### config.mk
export PLATFORM = sky130hd
export DESIGN_NAME = rdcntrl_win
export DESIGN_NICKNAME = d
export VERILOG_FILES = /design/src/rtl/rdcntrl_win.sv
export SDC_FILE = /design/constraint.sdc
export NUM_CORES = 1
export LEC_CHECK = 0
export CORE_ASPECT_RATIO = 1.25
export CORE_UTILIZATION = 55
export CTS_CLUSTER_DIAMETER = 60
export CTS_CLUSTER_SIZE = 30
export DETAILED_ROUTE_END_ITERATION = 7
export PLACE_DENSITY = 0.8
export SYNTH_ARGS = -nofsm -noshare
export SYNTH_HDL_FRONTEND = slang
export SYNTH_SLANG_ARGS = --single-unit
### constraint.sdc
create_clock -name CLK -period 3.1 [get_ports CLK]
set_input_delay 0.31 -clock CLK [delete_from_list [all_inputs] [get_ports CLK]]
set_output_delay 0.31 -clock CLK [all_outputs]
set_load 0.1 [all_outputs]
### src/rtl/rdcntrl_win.sv
// Read-controller match window: tracks LCT/L1A matches over a sliding block window and
// queues one readout descriptor per qualifying block. Optional L1A tagging: RDCNTRL_WIN_L1A_TAG_EN.
module rdcntrl_win #(
  parameter int unsigned NSTAGE = 4,
  parameter int unsigned FDEPTH = 8,
  parameter int unsigned BLKW   = 4,
  parameter int unsigned L1NW   = 6
) (
  input  logic                     CLK,
  input  logic                     RST_N,
  input  logic                     PBEND,
  input  logic                     MATCH,
  input  logic                     NO_MATCH,
  input  logic                     GTRG,
  input  logic [2:0]               WIN,
  input  logic [BLKW-1:0]          BLKIN,
  input  logic                     POP,
  output logic                     NOGTRG,
  output logic                     DAV,
  output logic                     FULL,
  output logic                     OVFL,
  output logic [$clog2(FDEPTH):0]  COUNT,
  output logic [BLKW-1:0]          BLKOUT,
  output logic                     SCND_BLK,
  output logic                     SCND_SHARED,
  output logic [L1NW-1:0]          L1ANUM
);

  localparam int unsigned AW   = $clog2(FDEPTH);
  localparam int unsigned CW   = AW + 1;
  localparam int unsigned LAST = NSTAGE + 1;
  localparam int unsigned DW   = BLKW + 2 + L1NW;

  typedef enum logic [1:0] {StIdle, StEval, StPush} state_e;

  // ---------------------------------------------------------------------------
  // Match / no-match block pipelines; stage 1 accumulates the current block.
  // ---------------------------------------------------------------------------
  logic [LAST:1] f_q, l_q;

  always_ff @(posedge CLK or negedge RST_N) begin
    if (!RST_N) begin
      f_q <= '0;
      l_q <= '0;
    end else begin
      f_q[1] <= MATCH | (f_q[1] & ~PBEND);
      l_q[1] <= NO_MATCH | (l_q[1] & ~PBEND);
      if (PBEND) begin
        f_q[LAST:2] <= f_q[LAST-1:1];
        l_q[LAST:2] <= l_q[LAST-1:1];
      end
    end
  end

  // ---------------------------------------------------------------------------
  // Window evaluation over completed blocks 2..w+1
  // ---------------------------------------------------------------------------
  int unsigned w_eff;
  logic        yes, lno, f_w, f_w1;

  always_comb begin
    w_eff = 32'(WIN) + 32'd1;
    if (w_eff > NSTAGE) w_eff = NSTAGE;
    yes  = 1'b0;
    lno  = 1'b0;
    f_w  = 1'b0;
    f_w1 = 1'b0;
    for (int unsigned k = 1; k <= LAST; k++) begin
      if (k >= 2 && k <= w_eff + 1) begin
        yes = yes | f_q[k];
        lno = lno | l_q[k];
      end
      if (k == w_eff)     f_w  = f_q[k];
      if (k == w_eff + 1) f_w1 = f_q[k];
    end
  end

  assign NOGTRG = lno & ~yes;

  // ---------------------------------------------------------------------------
  // L1A counter and tag pipeline
  // ---------------------------------------------------------------------------
  logic [L1NW-1:0] tag_sel;

`ifdef RDCNTRL_WIN_L1A_TAG_EN
  logic [L1NW-1:0] cnt_q;
  logic [L1NW-1:0] t_q [LAST:1];

  always_ff @(posedge CLK or negedge RST_N) begin
    if (!RST_N) begin
      cnt_q <= '0;
      for (int unsigned k = 1; k <= LAST; k++) t_q[k] <= '0;
    end else begin
      if (GTRG) cnt_q <= cnt_q + L1NW'(1);
      // First match of a block: stage 1 is empty, or the block is closing this cycle.
      if (MATCH & (PBEND | ~f_q[1])) t_q[1] <= cnt_q;
      if (PBEND) begin
        for (int unsigned k = 2; k <= LAST; k++) t_q[k] <= t_q[k-1];
      end
    end
  end

  always_comb begin
    tag_sel = t_q[2];
    for (int unsigned k = 2; k <= LAST; k++) begin
      if (k == w_eff + 1 && f_w1) tag_sel = t_q[k];
    end
  end
`else
  assign tag_sel = '0;
`endif

  // ---------------------------------------------------------------------------
  // Write FSM: evaluate one cycle after PBEND, push the next
  // ---------------------------------------------------------------------------
  state_e          state_q, state_d;
  logic            pend_q, pend_d;
  logic [BLKW-1:0] blk_q, cap_blk_q;
  logic            cap_scnd_q, cap_shared_q;
  logic [L1NW-1:0] cap_tag_q;

  always_comb begin
    state_d = state_q;
    pend_d  = pend_q;
    unique case (state_q)
      StIdle: if (PBEND) state_d = StEval;
      StEval: begin
        if (yes) begin
          state_d = StPush;
          pend_d  = PBEND;
        end else if (!PBEND) begin
          state_d = StIdle;
        end
      end
      StPush: begin
        state_d = (PBEND | pend_q) ? StEval : StIdle;
        pend_d  = 1'b0;
      end
      default: state_d = StIdle;
    endcase
  end

  always_ff @(posedge CLK or negedge RST_N) begin
    if (!RST_N) begin
      state_q      <= StIdle;
      pend_q       <= 1'b0;
      blk_q        <= '0;
      cap_blk_q    <= '0;
      cap_scnd_q   <= 1'b0;
      cap_shared_q <= 1'b0;
      cap_tag_q    <= '0;
    end else begin
      state_q <= state_d;
      pend_q  <= pend_d;
      if (PBEND) blk_q <= BLKIN;
      if (state_q == StEval) begin
        cap_blk_q    <= blk_q;
        cap_scnd_q   <= f_w1;
        cap_shared_q <= f_w & f_w1;
        cap_tag_q    <= tag_sel;
      end
    end
  end

  // ---------------------------------------------------------------------------
  // Descriptor FIFO (first-word-fall-through)
  // ---------------------------------------------------------------------------
  logic [DW-1:0] mem [FDEPTH];
  logic [AW-1:0] wr_ptr_q, rd_ptr_q;
  logic [CW-1:0] count_q;
  logic          ovfl_q;
  logic          push, pop_ok, push_ok, full;
  logic [DW-1:0] head;

  assign full    = (count_q == CW'(FDEPTH));
  assign push    = (state_q == StPush);
  assign pop_ok  = POP & (count_q != '0);
  // A full FIFO still accepts a push when the head leaves in the same cycle.
  assign push_ok = push & (~full | pop_ok);

  always_ff @(posedge CLK) begin
    if (push_ok) mem[wr_ptr_q] <= {cap_blk_q, cap_scnd_q, cap_shared_q, cap_tag_q};
  end

  always_ff @(posedge CLK or negedge RST_N) begin
    if (!RST_N) begin
      wr_ptr_q <= '0;
      rd_ptr_q <= '0;
      count_q  <= '0;
      ovfl_q   <= 1'b0;
    end else begin
      if (push_ok) wr_ptr_q <= wr_ptr_q + AW'(1);
      if (pop_ok)  rd_ptr_q <= rd_ptr_q + AW'(1);
      if (push_ok & ~pop_ok)      count_q <= count_q + CW'(1);
      else if (~push_ok & pop_ok) count_q <= count_q - CW'(1);
      if (push & ~push_ok) ovfl_q <= 1'b1;
    end
  end

  assign head = DAV ? mem[rd_ptr_q] : '0;

  assign DAV         = (count_q != '0);
  assign FULL        = full;
  assign OVFL        = ovfl_q;
  assign COUNT       = count_q;
  assign BLKOUT      = head[DW-1 -: BLKW];
  assign SCND_BLK    = head[L1NW+1];
  assign SCND_SHARED = head[L1NW];
  assign L1ANUM      = head[L1NW-1:0];

endmodule
### Word-level counts from Yosys, hierarchy flattened

Memories as Yosys holds them, arrays and structs flattened.
Index checks and enable logic that the tools add are counted.

| storage, ports and cells | value |
|---|---|
| flip-flop bits (word level) | 34 |
| bits in writable memories | 48 |
| input port bits | 14 |
| output and inout bits | 20 |
| logic and storage cells | 103 |
| memories kept | 1 |

Memory list:

| memory | depth | width | rd ports | clocked after Yosys merged registers in | wr ports | line | source |
|---|---|---|---|---|---|---|---|
| mem | 8 | 6 | 1 | 0 | 1 | 168 | `logic [DW-1:0] mem [FDEPTH];` |

| operators by class | value |
|---|---|
| add/sub/neg operators | 6 |
| $lt $le $gt $ge | 5 |
| eq/ne operators | 16 |
| multiplexer cells | 31 |
| bitwise operators | 24 |
| reductions and logical operators | 6 |

Operators by type and width:

| cell | number |
|---|---|
| == test 1 x 32 -> 1 bit, first input constant | 2 |
| == test 2 x 32 -> 1 bit, first input constant | 2 |
| less-or-equal comparator 2 x 32 -> 1 bit, first input constant | 2 |
| less-or-equal comparator 3 x 32 -> 1 bit, first input constant | 2 |
| == test 3 x 32 -> 1 bit, first input constant | 1 |
| 2-to-1 mux 1 bit | 22 |
| 2-to-1 mux 12 bit | 1 |
| 2-to-1 mux 4 bit | 3 |
| bitwise OR 1 bit | 10 |
| bitwise AND 1 bit | 9 |
| == test 2 x 4 -> 1 bit, first input constant | 2 |
| == test 3 x 4 -> 1 bit, first input constant | 2 |
| adder 3 x 1 -> 3 bit, second input constant | 2 |
| 2-to-1 mux 2 bit | 3 |
| case mux 2 bit (3 select lines) | 1 |
| adder 4 x 1 -> 5 bit, second input constant | 1 |
| == test 3 x 5 -> 1 bit, first input constant | 1 |
| NOT 1 bit | 5 |
| adder 3 x 1 -> 4 bit, second input constant | 1 |
| adder 4 x 1 -> 4 bit, second input constant | 1 |
| == test 4 bit, second input constant | 1 |
| greater-than comparator 4 x 3 -> 1 bit, second input constant | 1 |
| inequality test 2 bit, second input constant | 2 |
| AND reduction 2 bit | 2 |
| 8 further kinds | 9 |

### Longest topological paths before layout

| logic depth | value |
|---|---|
| word-level depth | 14 |
| mapped depth | 12 |

### Worst setup path after synthesis

Ideal clock, no wire load.

| path | value |
|---|---|
| path kind | register to register |
| start | register count_q[0], in the netlist COUNT[0] |
| end | register count_q[3], in the netlist COUNT[3] |
| arrival | 3.190 ns |
| setup slack | -0.253 ns |
| cell stages (with the launch flop) | 12 |
| buffers on the path | 0 |
| path through | dfrtp_1 nor4_2 inv_2 nand2_1 ha_1 inv_1 ha_1 a21o_1 a21oi_1 xnor2_1 nor2_1 xor2_1 |

| between the ends | value |
|---|---|
| cells in the longest elaborated chain, start to end | 7 |
| elaborated cells between the ends (all ways) | 15 |

Ends and longest elaborated chain:

| item | line | source |
|---|---|---|
| start, declared | 170 | `logic [CW-1:0] count_q;` |
| start signal, assigned | 194 | `if (push_ok & ~pop_ok) count_q <= count_q + CW'(1);` |
| start signal, assigned | 195 | `else if (~push_ok & pop_ok) count_q <= count_q - CW'(1);` |
| nonzero test 4 bit (*) | - |  |
| named net DAV | 19 | `output logic DAV,` |
| bitwise AND 1 bit (*) | 177 | `assign pop_ok = POP & (count_q != '0);` |
| bitwise OR 1 bit | 179 | `assign push_ok = push & (~full \| pop_ok);` |
| bitwise AND 1 bit | 179 |  |
| NOT 1 bit | 195 |  |
| bitwise AND 1 bit | 195 |  |
| nonzero test 2 bit (no line) | - |  |

Mark *: on every way through the listed nets, which the timed path passes. The rest lies on a longest branch. The select of a mux whose other input is x is not followed.
A chain may end at the register's enable or synchronous reset.

### Final worst setup path

| path | value |
|---|---|
| start | register count_q[0], in the netlist COUNT[0] |
| end | register count_q[3], in the netlist COUNT[3] |

| between the ends | value |
|---|---|
| cells in the longest elaborated chain, start to end | 7 |
| elaborated cells between the ends (all ways) | 15 |

Ends and longest elaborated chain:

| item | line | source |
|---|---|---|
| nonzero test 4 bit / == test 4 bit (equally long branches) | 177, 175 |  |
| bitwise AND 1 bit / NOT 1 bit (equally long branches) | 177, 179 |  |
| bitwise OR 1 bit (*) | 179 |  |
| bitwise AND 1 bit (*) | 179 |  |
| named net push_ok | 172 | `logic push, pop_ok, push_ok, full;` |
| NOT 1 bit | 195 |  |
| bitwise AND 1 bit | 195 |  |
| nonzero test 2 bit (no line) | - |  |

Marked as above.

==> flow_summary.yaml <==
worst_setup_path:
  cp.arrival_ps: 2980
  reg2regPathDepth: 11
  cp_max_fo: 7
  cp.required_ps: 3330
  cp-start-kind: "flip-flop"
  critical_path_class: "reg2reg"
  end_kind: "flip-flop"
yosys:
  synthDominantCellAreaShare_pct: 38.76
  synth_common_cells: "edfxtp_1 (48), dfrtp_1 (34), nor2_1 (18), nand2_1 (16), mux2_2 (15)"
  synth_edf_count: 48
  yosysWarnings: 0
  synth_area_leaders: "edfxtp_1 (39%), dfrtp_1 (23%), mux4_2 (7.3%)"
  synth.avg_cell_area_um2: 14.64
  async_flop_share_pct: 41.46
  ys_seq_area_share_pct: 61.64
  ys.flop_type: "edfxtp_1"
  syn_area_mm2: 0.003719
  netlist_instances: 254
  synth_cell_types: 52
  ys_ff_latch: 82
  synth_top_cell_by_area: "edfxtp_1"
  yosysMostFrequentCell: "edfxtp_1"
placement:
  dp.cells: 366
  dp_hpwl_mm: 4.196
  pre_cts_ws_ps: 347.9
  gp_congestion: 0.9222
  io_buffer_count: 26
global_routing:
  grt_antenna_before_repair: 0
  grt_use_total_pct: 18.97
  grt_overflow: 0
  grt_pass1_vias: 2041
  grt_pass1_wl_mm: 9.653
  grt_max_degree: 35
timing:
  rsz0062_at_grt: "false"
  tightest_slew_ps: 1258
  report.final.slew_viol_count: 0
  finalSetupViolCount: 0
  finalSetupTns_ps: 0
  whs_ps: 382.1
  skew_ps: 10.99
  relSlewSlack_pct: 15.35
  max_clock_freq_ghz: 0.3628
  period_minus_slack_ps: 2757
  min_period_over_period_pct: 88.92
  hold_violations: 0
  fin_ws_ps: 343.4
job:
  maxCapViolCount: 0
drt:
  drt_iter0_drc: 125
  viasPerCell: 5.537
  drt-total-wl_mm: 5.812
  drc: 0
  vias: 2115
  drt.antenna.violating_nets: 0
  wl_per_cell_um: 15.21
  drtPass1Iterations: 4
die:
  die_height_um: 93.93
  rows: 33
  dieArea_mm2: 0.007096
  core_mm2: 0.006565
  ios: 34
  die_w_um: 75.55
  start_util_pct: 56.64
clock_network:
  cts_tree: "built"
  post_cts_buffers: 0
  cts_buffers: 9
  cts_max_level: 3
  clkSinkCount: 82
  clock_latency_ps: 340
  cts.repair.resized: 0
  ctsRootBufferMaster: "clkbuf_8"
  hold_buffers: 0
  cts_buffer_depth: 2
  path_clk_slew_ps: 80
final_layout:
  diodes: 0
  nNetsFinal: 312
  stdcell_count: 382
  area_growth_pct: 14.91
  utilization_pct: 65.08
  drive_above_1_share_pct: 26.44
outcome:
  status: "finished, final reports clean"
pwr:
  leakage_nw: 1.636
  p_per_area_mw_per_mm2: 1034
  ir_worst_vdd_mv: 0.6968
hold_path:
  hold_path_class: "in2async"
==> layout make-up <==
class	count	area, µm²
clock buffer	15	197.7
clock inverter	1	5.005
fill	467	2292
inverter	12	45.04
multi-input combinational	151	1318
sequential	82	2296
tap	87	108.9
timing repair buffer	34	302.8
==> critical path, cell delays in order, from the launching register on <==
cell and delay [ps]:
dfrtp_2 480, or4b_4 600, o21ai_4 250, inv_2 100, ha_1 210, inv_1 110, ha_1 240, a21o_1 160
a21oi_1 160, xnor2_1 130, nor2_1 60, xor2_1 140
==> flip-flops by register name, indices dropped and copies added, names as in the netlist <==
| name | count |
|---|---|
| mem | 48 |
| wr_ptr_q | 3 |
| cap_scnd_q | 1 |
| COUNT | 4 |
| cap_blk_q | 4 |
| rd_ptr_q | 3 |
| cap_shared_q | 1 |
| blk_q | 4 |
| pend_q | 1 |
| state_q | 2 |
| f_q | 5 |
| l_q | 5 |
| OVFL | 1 |
==> per-layer routing <==
layer / GRT usage [%] / up-vias / routed length, µm
met5: 0 / - / 0
li1: - / 998 / -
met1: 23.13 / 1051 / 2453
met2: 31.40 / 55 / 3048
met3: 5.687 / 11 / 230
met4: 7.099 / 0 / 78
==> where the power goes <==
part / internal (mW) / switching [mW]
combinational: 0.632 / 1.27
clock: 0.406 / 0.343
sequential: 1.46 / 0.311
==> final timing paths <==
kind	start	endpoint	slack, ps
worst max-delay path	COUNT[0]	COUNT[3]	340
worst min-delay path	RST_N	rd_ptr_q[1]	380
worst max register to register	COUNT[0]	COUNT[3]	340
worst min register to register	OVFL	OVFL	460
max in group asynchronous	RST_N	cap_blk_q[1]	2390
min in group CLK	OVFL	OVFL	460
==> kinds of logic after synthesis <==
kind of cell    count (synthesis)  synth area share, %
compound gates                 36                8.110
xor+xnor                        9                2.120
fa+ha+maj                       8                2.894
buf+inv                        26                3.667
flops                          82                61.64
mux                            34                13.73
other cells                     1               0.1008
simple gates                   58                7.739
==> stage by stage <==
step | instance area [µm²] | total power [mW]
3_5_place_dp | 4070 | 3.711
6_report | 4273 | 4.420
3_3_place_gp | 4070 | 3.650
5_1_grt | 4273 | 4.664
2_1_floorplan | 3750 | 3.295
4_1_cts | 4273 | 4.467
==> cells in the final DEF, fill, tap and decap left out, types with 2 or more instances in the layout <==
cell | netlist | routed
ha_1 | 7 | 7
clkbuf_8 | 0 | 12
clkdlybuf4s50_1 | 0 | 14
edfxtp_1 | 48 | 48
nor2_1 | 18 | 18
nor3_1 | 5 | 5
inv_1 | 9 | 9
a21oi_1 | 6 | 6
and2_1 | 2 | 2
mux2_2 | 15 | 15
o221ai_2 | 2 | 2
mux2i_1 | 6 | 6
o21ai_0 | 5 | 5
conb_1 | 1 | 6
clkbuf_1 | 3 | 2
nor2b_1 | 5 | 5
dfrtp_2 | 0 | 3
buf_4 | 8 | 19
nand2b_1 | 3 | 3
dfrtp_1 | 34 | 31
nand2_2 | 2 | 2
xnor2_1 | 8 | 8
a21o_1 | 6 | 6
inv_2 | 3 | 3
o2111ai_1 | 2 | 2
nand2_1 | 16 | 16
mux4_2 | 12 | 12
Power figures use the tool's default switching activity.
